[src/rtl/access_enable_fifo_reader_pkg.sv]
// access_enable_fifo_reader_pkg
//   Shared helpers for the access-enable FIFO reader: the CLOG2 width macro
//   used to size pointers and counters, and the pointer wrap helper used by
//   the circular buffer.
//   No ports (package).

`ifndef ACCESS_ENABLE_FIFO_READER_CLOG2
`define ACCESS_ENABLE_FIFO_READER_CLOG2
// Never returns 0 so that a 1-entry structure still gets a 1-bit index.
`define CLOG2(x) (((x) <= 1) ? 1 : $clog2(x))
`endif

package access_enable_fifo_reader_pkg;

  // Advance a pointer over a ring of 'depth' entries. The wrap is an explicit
  // compare, so depth does not have to be a power of two.
  function automatic int unsigned wrap_inc(input int unsigned ptr,
                                           input int unsigned depth);
    return (ptr == depth - 1) ? 0 : ptr + 1;
  endfunction

endpackage

[src/rtl/access_enable_fifo_reader_buffer.sv]
// access_enable_fifo_reader_buffer
//   Circular storage for words returned by the upstream FIFO. Holds DEPTH
//   entries; write/read pointers wrap at DEPTH-1. Occupancy and a registered
//   valid flag are maintained here.
// Ports:
//   clock, reset      single clock, synchronous active-high reset
//   wr_en_i/wr_data_i capture one word (never asserted while full)
//   rd_en_i           retire the head word (only asserted while valid_o)
//   rd_data_o         head word
//   valid_o           buffer holds at least one word (registered)
//   occupancy_o       number of buffered words, 0..DEPTH

`ifndef ACCESS_ENABLE_FIFO_READER_CLOG2
`define ACCESS_ENABLE_FIFO_READER_CLOG2
`define CLOG2(x) (((x) <= 1) ? 1 : $clog2(x))
`endif

module access_enable_fifo_reader_buffer
  import access_enable_fifo_reader_pkg::*;
#(
  parameter int WIDTH = 8,
  parameter int DEPTH = 2,
  parameter int PTR_W = `CLOG2(DEPTH),
  parameter int CNT_W = `CLOG2(DEPTH + 1)
) (
  input  logic             clock,
  input  logic             reset,
  input  logic             wr_en_i,
  input  logic [WIDTH-1:0] wr_data_i,
  input  logic             rd_en_i,
  output logic [WIDTH-1:0] rd_data_o,
  output logic             valid_o,
  output logic [CNT_W-1:0] occupancy_o
);

  logic [WIDTH-1:0] mem_q [DEPTH];
  logic [PTR_W-1:0] wr_ptr_q, wr_ptr_d;
  logic [PTR_W-1:0] rd_ptr_q, rd_ptr_d;
  logic [CNT_W-1:0] occ_q, occ_d;
  logic             valid_q;

  always_comb begin
    wr_ptr_d = wr_ptr_q;
    rd_ptr_d = rd_ptr_q;
    occ_d    = occ_q;
    if (wr_en_i) wr_ptr_d = PTR_W'(wrap_inc(32'(wr_ptr_q), DEPTH));
    if (rd_en_i) rd_ptr_d = PTR_W'(wrap_inc(32'(rd_ptr_q), DEPTH));
    // Simultaneous write and read leave occupancy unchanged.
    if (wr_en_i && !rd_en_i)      occ_d = occ_q + CNT_W'(1);
    else if (!wr_en_i && rd_en_i) occ_d = occ_q - CNT_W'(1);
  end

  always_ff @(posedge clock) begin
    if (reset) begin
      wr_ptr_q <= '0;
      rd_ptr_q <= '0;
      occ_q    <= '0;
      valid_q  <= 1'b0;
    end else begin
      wr_ptr_q <= wr_ptr_d;
      rd_ptr_q <= rd_ptr_d;
      occ_q    <= occ_d;
      valid_q  <= (occ_d != '0);
    end
  end

  // Storage needs no reset; contents are don't-care while invalid.
  always_ff @(posedge clock) begin
    if (wr_en_i) mem_q[wr_ptr_q] <= wr_data_i;
  end

  assign rd_data_o   = mem_q[rd_ptr_q];
  assign valid_o     = valid_q;
  assign occupancy_o = occ_q;

endmodule

[src/rtl/access_enable_fifo_reader.sv]
// access_enable_fifo_reader
//   Drains the read port of an access-enable FIFO and presents the words as a
//   valid/ready stream. Pops are issued against credits (buffered + in-flight
//   words) so that a read port with READ_LATENCY cycles of data latency still
//   sustains one word per cycle.
// Parameters:
//   WIDTH         data word width
//   READ_LATENCY  cycles from fifo_read_enable to valid fifo_read_data (0..4,
//                 0 = show-ahead)
// Ports:
//   clock, reset       single clock, synchronous active-high reset
//   fifo_read_enable   pop one word from upstream
//   fifo_read_data     upstream data, valid READ_LATENCY cycles after a pop
//   fifo_read_empty    upstream empty flag
//   output_valid/ready/data  downstream valid/ready stream
// Optional feature (macro ACCESS_ENABLE_FIFO_READER_STALL_COUNTER_EN):
//   adds parameter STALL_COUNTER_WIDTH and output stall_count, a saturating
//   count of cycles where the consumer was ready but no word was available.

`ifndef ACCESS_ENABLE_FIFO_READER_CLOG2
`define ACCESS_ENABLE_FIFO_READER_CLOG2
`define CLOG2(x) (((x) <= 1) ? 1 : $clog2(x))
`endif

module access_enable_fifo_reader
  import access_enable_fifo_reader_pkg::*;
#(
  parameter int WIDTH        = 8,
  parameter int READ_LATENCY = 0
`ifdef ACCESS_ENABLE_FIFO_READER_STALL_COUNTER_EN
  ,
  parameter int STALL_COUNTER_WIDTH = 16
`endif
) (
  input  logic             clock,
  input  logic             reset,
  output logic             fifo_read_enable,
  input  logic [WIDTH-1:0] fifo_read_data,
  input  logic             fifo_read_empty,
  output logic             output_valid,
  input  logic             output_ready,
  output logic [WIDTH-1:0] output_data
`ifdef ACCESS_ENABLE_FIFO_READER_STALL_COUNTER_EN
  ,
  output logic [STALL_COUNTER_WIDTH-1:0] stall_count
`endif
);

  // Enough room for every word that can be in flight plus one being drained,
  // which is what keeps the issue loop from bubbling.
  localparam int BUFFER_DEPTH  = READ_LATENCY + 2;
  localparam int POINTER_WIDTH = `CLOG2(BUFFER_DEPTH);
  localparam int CNT_W         = `CLOG2(BUFFER_DEPTH + 1);

  logic [CNT_W-1:0] occupancy;
  logic [CNT_W-1:0] in_flight_q;
  logic [CNT_W:0]   credit_used;
  logic             capture;
  logic             pop;

  assign pop = output_valid && output_ready;

  // Credits come from registered state only, so output_ready never reaches
  // fifo_read_enable combinationally.
  assign credit_used      = (CNT_W+1)'(occupancy) + (CNT_W+1)'(in_flight_q);
  assign fifo_read_enable = !reset && !fifo_read_empty &&
                            (credit_used < (CNT_W+1)'(BUFFER_DEPTH));

  generate
    if (READ_LATENCY == 0) begin : g_show_ahead
      // Data is present in the pop cycle; nothing is ever in flight.
      assign capture     = fifo_read_enable;
      assign in_flight_q = '0;
    end else begin : g_latency
      logic [READ_LATENCY-1:0] lat_q;
      logic [CNT_W-1:0]        in_flight_d;

      assign capture     = lat_q[READ_LATENCY-1];
      assign in_flight_d = in_flight_q + CNT_W'(fifo_read_enable) - CNT_W'(capture);

      always_ff @(posedge clock) begin
        if (reset) begin
          lat_q       <= '0;
          in_flight_q <= '0;
        end else begin
          lat_q       <= (lat_q << 1) | READ_LATENCY'(fifo_read_enable);
          in_flight_q <= in_flight_d;
        end
      end
    end
  endgenerate

  access_enable_fifo_reader_buffer #(
    .WIDTH (WIDTH),
    .DEPTH (BUFFER_DEPTH),
    .PTR_W (POINTER_WIDTH),
    .CNT_W (CNT_W)
  ) u_buf (
    .clock       (clock),
    .reset       (reset),
    .wr_en_i     (capture),
    .wr_data_i   (fifo_read_data),
    .rd_en_i     (pop),
    .rd_data_o   (output_data),
    .valid_o     (output_valid),
    .occupancy_o (occupancy)
  );

`ifdef ACCESS_ENABLE_FIFO_READER_STALL_COUNTER_EN
  logic [STALL_COUNTER_WIDTH-1:0] stall_q;

  always_ff @(posedge clock) begin
    if (reset) begin
      stall_q <= '0;
    end else if (output_ready && !output_valid && !(&stall_q)) begin
      stall_q <= stall_q + STALL_COUNTER_WIDTH'(1);
    end
  end

  assign stall_count = stall_q;
`endif

endmodule

[config.mk]
export PLATFORM = sky130hd
export DESIGN_NAME = access_enable_fifo_reader
export DESIGN_NICKNAME = d
export VERILOG_FILES = /design/src/rtl/access_enable_fifo_reader_pkg.sv /design/src/rtl/access_enable_fifo_reader_buffer.sv /design/src/rtl/access_enable_fifo_reader.sv
export SDC_FILE = /design/constraint.sdc
export NUM_CORES = 1
export LEC_CHECK = 0
export CORE_MARGIN = 1.5
export CORE_UTILIZATION = 33
export DETAILED_ROUTE_END_ITERATION = 12
export REMOVE_ABC_BUFFERS = 1
export SLEW_MARGIN = 20
export SYNTH_ARGS = -nofsm -noshare
export SYNTH_HDL_FRONTEND = slang
export SYNTH_HIERARCHICAL = 1
export SYNTH_SLANG_ARGS = --single-unit
[constraint.sdc]
create_clock -name clock -period 2 [get_ports clock]
set_input_delay 0.2 -clock clock [delete_from_list [all_inputs] [get_ports clock]]
set_output_delay 0.2 -clock clock [all_outputs]
set_load 0.02 [all_outputs]
==> metrics.md <==
| Metric | Value |
|---|---|
| WHS Endpoint | u_buf/mem_q[0][3] |
| Int Pwr | about 770 uW |
| Synth Register Bits | 22 |
| LEAKAGE | 0.000404 uW |
| Final hold vios | 0 |
| Largest cells by area after synthesis | edfxtp_1 (55%), dfxtp_1 (14%), mux2_2 (10%), xnor2_1 (3.0%), nor2_1 (2.6%) |
| Hold path cells | 1 |
| Vias in the first global route | roughly 450 |
| Switching power | between 200 and 250 uW |
| Combinational Power Share | 0.223 |
| Post-synth EDFFs | 16 |
| Critical path type | reg2out |
| CP Capture Type | output port |
| GRT Util Overall | 0.0949 |
| Hold path start | fifo_read_data[3] |
| RePlAce Congestion | 0.641 |
| PD cells | 880 mW/mm^2 |
| Worst slew pin tran | 0.388 ns |
| Synth area leader | edfxtp_1 |
| Clk pin slew, worst setup/hold paths | around 0.11 ns |
| Fmax | 540 MHz |
| Post-placement cell area | 0.00112 mm^2 |
| Clock Sinks | 22 |
| Yosys warns | 6 |
| Fillers | 244 |
| Final TNS setup | 0 ns |
| Crit Reg-Reg Startpoint | u_buf/occupancy_o[1] |
| WP data required | about 1.8 ns |
| Max-slew violations | 0 |
| Most frequent cell after synthesis | edfxtp_1 |
| Root Driver | clkbuf_4 |
| Critical path arrival | 1.65 ns |
| NumNets Final | 94 |
| Max IR drop VDD | 469 uV |
| Worst min-delay path class | in2reg |
| Area Growth Syn to Fin | 32.7% |
| Worst skew pair latency | 0.29 ns |
| Minimum clock period | 1.85 ns |
| Unrepaired setup endpoints after global routing | no |
| Dominant synthesized flop cell | edfxtp_1 |
| Largest net degree at the start of global routing | 13 |
| DRC violations left | 0 |
| Avg Cell Area, Syn | 15.5 um^2 |
| TritonCTS clock tree | yes |
| # Post-CTS Setup Buffers | 0 |
| Max-Slew Margin vs Limit | 0.741 |
| Register-to-Register Path Depth | 5 |
| Drt first-iter violations | 5 |
| H-tree levels | 1 |
| Die width | approximately 54 um |
| First-pass GRT wire length | a little under 2000 um |
| Total routed wirelength | roughly 1200 um |
| Max clock buf depth | 2 |
| WHS | 0.479 ns |
| I/O Pins | 22 |
| Crit Path Max Fanout | 8 |
| Mapped Area | a little under 900 um^2 |
| Fraction of layout cells with a size suffix above 1 | 0.235 |
| Diodes inserted | 0 |
| Clock skew | approximately 0.0019 ns |
| Starting Density | 0.351 |
| Synthesized instance count | 56 |
| WL per Instance | 11.0 um |
| Outcome | finished, final reports clean |
| Via count | 490 |
| Total grt overflow | 0 |
| Core Area | 0.00248 mm^2 |
| Vias per inst | 4.41 |
| Final Cell Area | 0.00115 mm^2 |
| Overall Power | 1020 uW |
| R2R Setup Slk | 0.61 ns |
| Final setup fails | 0 |
| Max-cap viol count | 0 |
| Period Utilization, post-route | 0.926 |
| Critical Path Source Type | register |
| R2R Path End | u_buf/occupancy_o[1] |
| Post-synth cell types | 20 |
| Post-synth top cells | edfxtp_1 (16), mux2_2 (8), dfxtp_1 (6), nor2_1 (6), xnor2_1 (3) |
| Clk pwr share | 0.227 |
| TritonCTS Buffers | 3 |
| Std-Cell Rows | 18 |
| Die area | roughly 0.003 mm^2 |
| Area of the multi-input gates | 241 um^2 |
| Sequential share of the synthesized area | 0.691 |
| Input/output buffers | 21 |
| ANT nets after route | 0 |
| Pre-antenna DRT Iters | 2 |
| Chip Height | 54.3 um |
| Sw Ratio | 0.243 |
| Sequential Area | around 600 um^2 |
| Flop pwr share | 0.550 |
| Post-synth ARST share | 0 |
| Initial antenna violation count | 0 |
| Yosys top cell area share | 0.553 |
metal layers:
metal,track usage,vias to the layer above,part of all wire
met2,0.145,15,0.45
met1,0.123,225,0.48
li1,-,250,-
met4,0.0500,0,0
met5,0,-,0
met3,0.0246,0,0.068
worst max-delay path: stages (launching register included):
cell	delay, ns
dfxtp_2	0.46
mux2_2	0.36
clkdlybuf4s50_1	0.53
registers in the layout (all words and copies together) (netlist names), named ones only:
name,cells
u_buf/mem_q,16
u_buf/occupancy_o,2
u_buf/rd_ptr_q,1
u_buf/valid_o,1
u_buf/wr_ptr_q,1
power by group through the flow:
stage | logic (uW) | registers (uW) | clock network, uW
global route | 247 | 565 | 259
finish | 226 | 559 | 230
global placement | 224 | 568 | 0
CTS | 229 | 560 | 239
floorplan | 128 | 567 | 0
detailed placement | 228 | 570 | 0
layout by cell type (no fill, tap or decap), drive strengths merged:
| master | Yosys | routed |
|---|---|---|
| inv | 1 | 1 |
| nor3 | 2 | 2 |
| nor2b | 2 | 2 |
| xnor2 | 3 | 3 |
| xor2 | 1 | 1 |
| clkdlybuf4s50 | 0 | 21 |
| a41oi | 1 | 1 |
| clkbuf | 0 | 4 |
| nor2 | 6 | 6 |
| o21a | 1 | 1 |
| and2 | 2 | 2 |
| and3b | 1 | 1 |
| dfxtp | 6 | 6 |
| mux2 | 9 | 9 |
| buf | 3 | 3 |
| edfxtp | 16 | 16 |
| a21oi | 2 | 2 |
stage by stage:
step	setup slack, ns	utilization	std cells
finish	0.147	0.466	111
global route	0.0656	0.466	111
CTS	0.118	0.466	111
detailed placement	0.267	0.451	107
global placement	0.311	0.451	107
floorplan	0.265	-	53
worst max-delay path by stage:
stage	startpoint	to	slack, ns	depth (start not counted)
2_1_floorplan	u_buf/occupancy_o[1]	u_buf/mem_q[0][0]	0.27	2
6_report	register	output_data[1]	0.15	2
5_1_grt	register	output_data[5]	0.07	2
4_1_cts	register	output_data[1]	0.12	2
3_5_place_dp	reset	fifo_read_enable	0.27	3
3_3_place_gp	reset	fifo_read_enable	0.31	3
layout make-up:
cell class,instances,share of cell area
Inverter,1,0.00325
Tap cell,30,0.0325
Sequential cell,22,0.522
Multi-Input combinational cell,30,0.209
Timing Repair Buffer,24,0.202
Clock buffer,4,0.0315
cell families (layout without fill, tap and decap cells):
logic type      count (synthesis)  count (layout)  share of synthesized area
xor+xnor                        4               4                     0.0403
buf+inv                         4              29                     0.0316
compound gates                  4               4                     0.0345
simple gates                   13              13                     0.0820
flops                          22              22                      0.691
mux                             9               9                      0.121
repair_timing:
action	4_1_cts	5_1_grt
gates resized for setup	1	0
hold buffers	0	0
setup endpoints to repair	8	0
Note: power is estimated with default switching activity, not from simulation.
